==> src/rtl/cronometru_bcd.sv <==
// MM:SS stopwatch: four cascaded BCD digit counters driven by a prescaled tick.
// The carry output pulses for one cycle on each 59:59 -> 00:00 wrap.
module cronometru_bcd #(
  parameter int unsigned TICK_DIV = 1
) (
  input  logic       clk,
  input  logic       reset,
  input  logic       pause,
  output logic [3:0] BCD0,
  output logic [3:0] BCD1,
  output logic [3:0] BCD2,
  output logic [3:0] BCD3,
  output logic       carry
);

  logic en;
  logic tick;

  assign en = ~pause;

  generate
    if (TICK_DIV == 1) begin : g_nodiv
      assign tick = en;
    end else begin : g_div
      localparam int PW = $clog2(TICK_DIV);
      localparam logic [PW-1:0] LAST = PW'(TICK_DIV - 1);
      logic [PW-1:0] presc;

      // Prescaler only advances while enabled, so a pause keeps its position.
      always_ff @(posedge clk or negedge reset) begin
        if (!reset) begin
          presc <= '0;
        end else if (en) begin
          presc <= (presc == LAST) ? '0 : presc + PW'(1);
        end
      end

      assign tick = en && (presc == LAST);
    end
  endgenerate

  logic max0, max1, max2, max3;
  logic wrap;

  assign max0 = (BCD0 == 4'd9);
  assign max1 = (BCD1 == 4'd5);
  assign max2 = (BCD2 == 4'd9);
  assign max3 = (BCD3 == 4'd5);
  assign wrap = tick && max0 && max1 && max2 && max3;

  // An out-of-range digit is forced back to zero on the next tick.
  function automatic logic [3:0] nextDigit(input logic [3:0] d,
                                           input logic [3:0] maxV,
                                           input logic inc);
    logic [3:0] r;
    r = d;
    if (d > maxV) begin
      r = 4'd0;
    end else if (inc) begin
      r = (d == maxV) ? 4'd0 : d + 4'd1;
    end
    return r;
  endfunction

  always_ff @(posedge clk or negedge reset) begin
    if (!reset) begin
      BCD0  <= 4'd0;
      BCD1  <= 4'd0;
      BCD2  <= 4'd0;
      BCD3  <= 4'd0;
      carry <= 1'b0;
    end else begin
      carry <= wrap;
      if (tick) begin
        BCD0 <= nextDigit(BCD0, 4'd9, 1'b1);
        BCD1 <= nextDigit(BCD1, 4'd5, max0);
        BCD2 <= nextDigit(BCD2, 4'd9, max0 && max1);
        BCD3 <= nextDigit(BCD3, 4'd5, max0 && max1 && max2);
      end
    end
  end

endmodule

==> config.mk <==
export PLATFORM = sky130hd
export DESIGN_NAME = cronometru_bcd
export DESIGN_NICKNAME = d
export VERILOG_FILES = /design/src/rtl/cronometru_bcd.sv
export SDC_FILE = /design/constraint.sdc
export NUM_CORES = 1
export LEC_CHECK = 0
export CAP_MARGIN = 20
export CORE_ASPECT_RATIO = 1.25
export CORE_MARGIN = 2
export CORE_UTILIZATION = 45
export CTS_CLUSTER_DIAMETER = 200
export DETAILED_ROUTE_END_ITERATION = 10
export GPL_ROUTABILITY_DRIVEN = 0
export MAX_ROUTING_LAYER = met4
export PLACE_DENSITY_LB_ADDON = 0.15
export SKIP_CTS_REPAIR_TIMING = 1
export SLEW_MARGIN = 5
export SYNTH_ARGS = -nofsm -noshare
export SYNTH_HDL_FRONTEND = slang
export SYNTH_SLANG_ARGS = --single-unit
==> constraint.sdc <==
create_clock -name clk -period 1.9 [get_ports clk]
set_input_delay 0.285 -clock clk [delete_from_list [all_inputs] [get_ports clk]]
set_output_delay 0.285 -clock clk [all_outputs]
set_load 0.02 [all_outputs]
## After elaboration in Yosys (flattened, before gate mapping)

Cells that the tools add are included.

- Add/subtract/negate cells: 4
- $lt $le $gt $ge: 4
- Equal/unequal tests: 4
- Multiplexer cells: 11
- Bitwise operators: 1
- Reductions and logical operators: 12

Operators by type and width:

| operator | number |
|---|---|
| $mux W4 | 11 |
| $add A4 B1 Y4 const B | 4 |
| $eq A4 B3 Y1 const B | 2 |
| $eq A4 B4 Y1 const B | 2 |
| $gt A4 B3 Y1 const B | 2 |
| $gt A4 B4 Y1 const B | 2 |
| $logic_and A1 B1 Y1 | 6 |
| $reduce_and A2 Y1 | 3 |
| $reduce_bool A2 Y1 | 3 |
| $not A1 Y1 | 1 |

- Register bits: 17
- Input port bits: 3
- Output and inout bits: 17
- Logic and storage cells: 41

## Depth between registers and ports, before layout

- Word-level depth: 5
- Gate-level depth with buffers: 6
- Depth with buffers taken out: 4

## Worst setup path after synthesis

Ideal clock, no wire load.

- Path kind: reg-to-reg
- Start: reg BCD0[0]
- End: reg BCD2[1]
- Arrival time: 1585 ps
- Data required time: 1822 ps
- Slack: 238 ps
- Cell stages (with the launch flop): 7
- Buffers on the path: 2
- Clock period less this slack: 1662 ps
- Cells stage by stage: dfrtp_1 buf_4 and4bb_1 buf_6 nand3_4 or4_4 o21ai_1

- Longest elaborated chain between the ends: 4

Ends and longest elaborated chain:

| item | RTL line | RTL |
|---|---|---|
| start, declared | 9 | `output logic [3:0] BCD0,` |
| start signal, assigned | 75 | `BCD0 <= nextDigit(BCD0, 4'd9, 1'b1);` |
| $eq A4 B4 Y1 | 45 | `assign max0 = (BCD0 == 4'd9);` |
| $logic_and A1 B1 Y1 | 77 | `BCD2 <= nextDigit(BCD2, 4'd9, max0 && max1);` |
| $reduce_bool A2 Y1 (no source line) | -- |  |
| $reduce_and A2 Y1 (no source line) | -- |  |
| end signal, assigned | 77 |  |
| end, declared | 11 | `output logic [3:0] BCD2,` |

No other way between the ends.
A chain may end at the register's enable or synchronous reset.

## Worst setup path after layout

- Start: reg BCD1[0]
- End: out BCD1[0]

RTL lines:

| item | RTL line | RTL |
|---|---|---|
| start, declared | 10 | `output logic [3:0] BCD1,` |
| start signal, assigned | 76 | `BCD1 <= nextDigit(BCD1, 4'd5, max0);` |

No word-level cell between the ends.

==> metrics.md <==
| Metric | Value |
|---|---|
| First-pass GRT wire length | `~3000 um` |
| VDD IR max | `around 0.00062 V` |
| Grt met1 use | `0.211` |
| Max Clock Freq | `~560 MHz` |
| PnR Total Power | `between 0.9 and 1 mW` |
| HP Class | `in -> async` |
| Status | `finished, final reports clean` |
| Drt initial violations | `10` |
| FP Rows | `18` |
| Clk Latency, worst-skew pair | `0.28 ns` |
| Final number of hold-violating endpoints | `0` |
| CP Class | `reg -> out` |
| GR Util met2 | `0.283` |
| WP buf/inv | `1` |
| Commonest non-fill, non-tap cell in the layout | `clkdlybuf4s50_1` |
| Seq/Total Area, Yosys | `0.458` |
| CTS root buffer | `clkbuf_4` |
| TritonCTS clock tree | `built` |
| LEAKAGE | `0.504 nW` |
| Crit path max-delay family | `buffers and inverters` |
| Total grt overflow | `0` |
| Final Setup Violations | `0` |
| Drt first pass iters | `4` |
| Worst hold slack | `0.312 ns` |
| H-Tree Depth | `1` |
| Synth Cell Area | `slightly above 900 um2` |
| Post-route minimum period | `between 1.5 and 2 ns` |
| Arr. time, crit path | `1.51 ns` |
| Post-Place Cells | `about 140` |
| Worst Path Max Fanout | `10` |
| Library cells used by synthesis | `34` |
| Worst path max stage delay | `between 0.6 and 0.7 ns` |
| Synth area leaders | `dfrtp_1 (46%), o21ai_0 (7.5%), nand2_1 (4.4%), nor2_1 (3.6%), a21oi_1 (2.7%)` |
| Antenna violations before repair | `0` |
| Die area | `0.00245 mm2` |
| Ys Warns | `0` |
| Final net count | `124` |
| Final worst slack | `approximately 0.11 ns` |
| CP required | `roughly 1.6 ns` |
| Chip height | `around 55 um` |
| Slew Limit Fails | `0` |
| Dpl ws | `0.268 ns` |
| Max_slew headroom | `0.785` |
| Worst-Margin Slew | `0.318 ns` |
| Critical path's slowest cell | `clkdlybuf4s50_1` |
| Final Cycle Share | `0.943` |
| GR Layer Usage met3 | `0.0198` |
| Clock slew at reported path FFs | `roughly 0.090 ns` |
| Area Overhead vs Synth | `26.2%` |
| WL/cell | `~13 um` |
| Final instance area | `~0.0012 mm2` |
| Syn Nets | `101` |
| Initial Util | `0.474` |
| DPL Wire Length | `between 1000 and 1500 um` |
| CP cell instances | `clkdlybuf4s50_1` |
| DP Area | `0.00115 mm2` |
| CTS Buffer Depth | `2` |
| Top cell type's share of synthesized area | `0.458` |
| Final antenna-violating net count | `0` |
| Number of max-cap violations | `0` |
| Worst setup SP type | `register` |
| Post-Synthesis Cells | `98` |
| Gr usage total | `0.176` |
| Inserted Clock Buffers | `3` |
| GR peak layer | `met2` |
| Total Wirelength | `between 1500 and 2000 um` |
| Drc violations | `0` |
| RSZ-0062 raised after global routing | `false` |
| Clk sink count | `17` |
| Post-DR vias/cell | `between 5 and 6` |
| PD cells | `roughly 850 mW/mm2` |
| Share of post-route cells with drive strength above 1 | `0.108` |
| Fin cells | `140` |
| Syn Area/Cell | `about 9.5 um2` |
| FILL cells | `between 150 and 200` |
| Core area | `just under 0.002 mm2` |
| Vias in the first global route | `about 700` |
| Setup TNS | `0 ns` |
| Utilization after layout | `0.599` |
| #FFs+latches synth | `17` |
| Clk_skew | `between 0.006 and 0.007 ns` |
| Boundary pin count | `20` |
| Die X | `approximately 45 um` |
| Largest net degree at the start of global routing | `18` |
| Critical Path Sink Type | `output port` |
| Post-synth top area cell | `dfrtp_1` |
| IO Port Bufs | `19` |
| Most frequent cells in the layout | `clkdlybuf4s50_1 (19), dfrtp_1 (17), o21ai_0 (14)` |
| DR vias | `approximately 810` |
| Diodes inserted | `0` |
[synth_stat cells (all sizes together)]
cell type,instances
mux2i,2
and2,2
o21ai,16
o21a,1
nand2b,1
a22o,1
nand3,4
o311ai,1
inv,2
nor2b,1
a211o,1
a211oi,1
o211a,1
a21oi,5
nor3,2
clkbuf,3
mux2,1
dfrtp,17
a41oi,2
and4bb,1
or4,1
buf,3
nand2,11
nor4b,1
nor2,9
o31ai,2
nor3b,1
and3,1
or3,3
nand3b,1
[routing by layer]
metal | wire length [um] | share of wire | vias up
li1 | - | - | 401
met1 | 846 | 0.46 | 388
met2 | 872 | 0.48 | 19
met3 | 76 | 0.041 | 4
met4 | 40 | 0.022 | 0
met5 | 0 | 0 | -
[layout make-up]
type                            instances  area [um2]  share of cell area
Timing Repair Buffer                   24         228               0.194
Clock buffer                            4        26.3              0.0224
Multi-Input combinational cell         73         462               0.393
Inverter                                2        7.51             0.00640
Sequential cell                        17         425               0.362
Tap cell                               20        25.0              0.0213
[path summary, 6_finish.rpt]
check	cells after the start	slack [ns]	startpoint	end
setup / recovery	1	0.11	BCD1[0]	BCD1[0]
hold / removal	2	0.31	reset	BCD2[2]
setup reg to reg	4	0.26	BCD0[1]	BCD3[1]
hold reg to reg	1	0.58	BCD3[0]	BCD3[0]
max in group asynchronous	2	1.40	reset	BCD0[2]
min in group clk	1	0.58	BCD3[0]	BCD3[0]
[state kept, by name, indices dropped and copies added (netlist names)]
| signal | count |
|---|---|
| BCD3 | 4 |
| BCD0 | 4 |
| carry | 1 |
| BCD1 | 4 |
| BCD2 | 4 |
[power breakdown]
part           total, mW  internal (mW)  leakage (nW)  switching [mW]
Clock              0.184         0.0816        0.0150           0.102
Combinational      0.331          0.161         0.276           0.171
Sequential         0.483          0.409         0.214          0.0739
[cells by family after synthesis]
kind of cell | synth area share
compound gates | 0.203
buf+inv | 0.0458
flops | 0.458
mux | 0.0336
simple gates | 0.260
No activity file was read; power rests on OpenSTA's default activity.
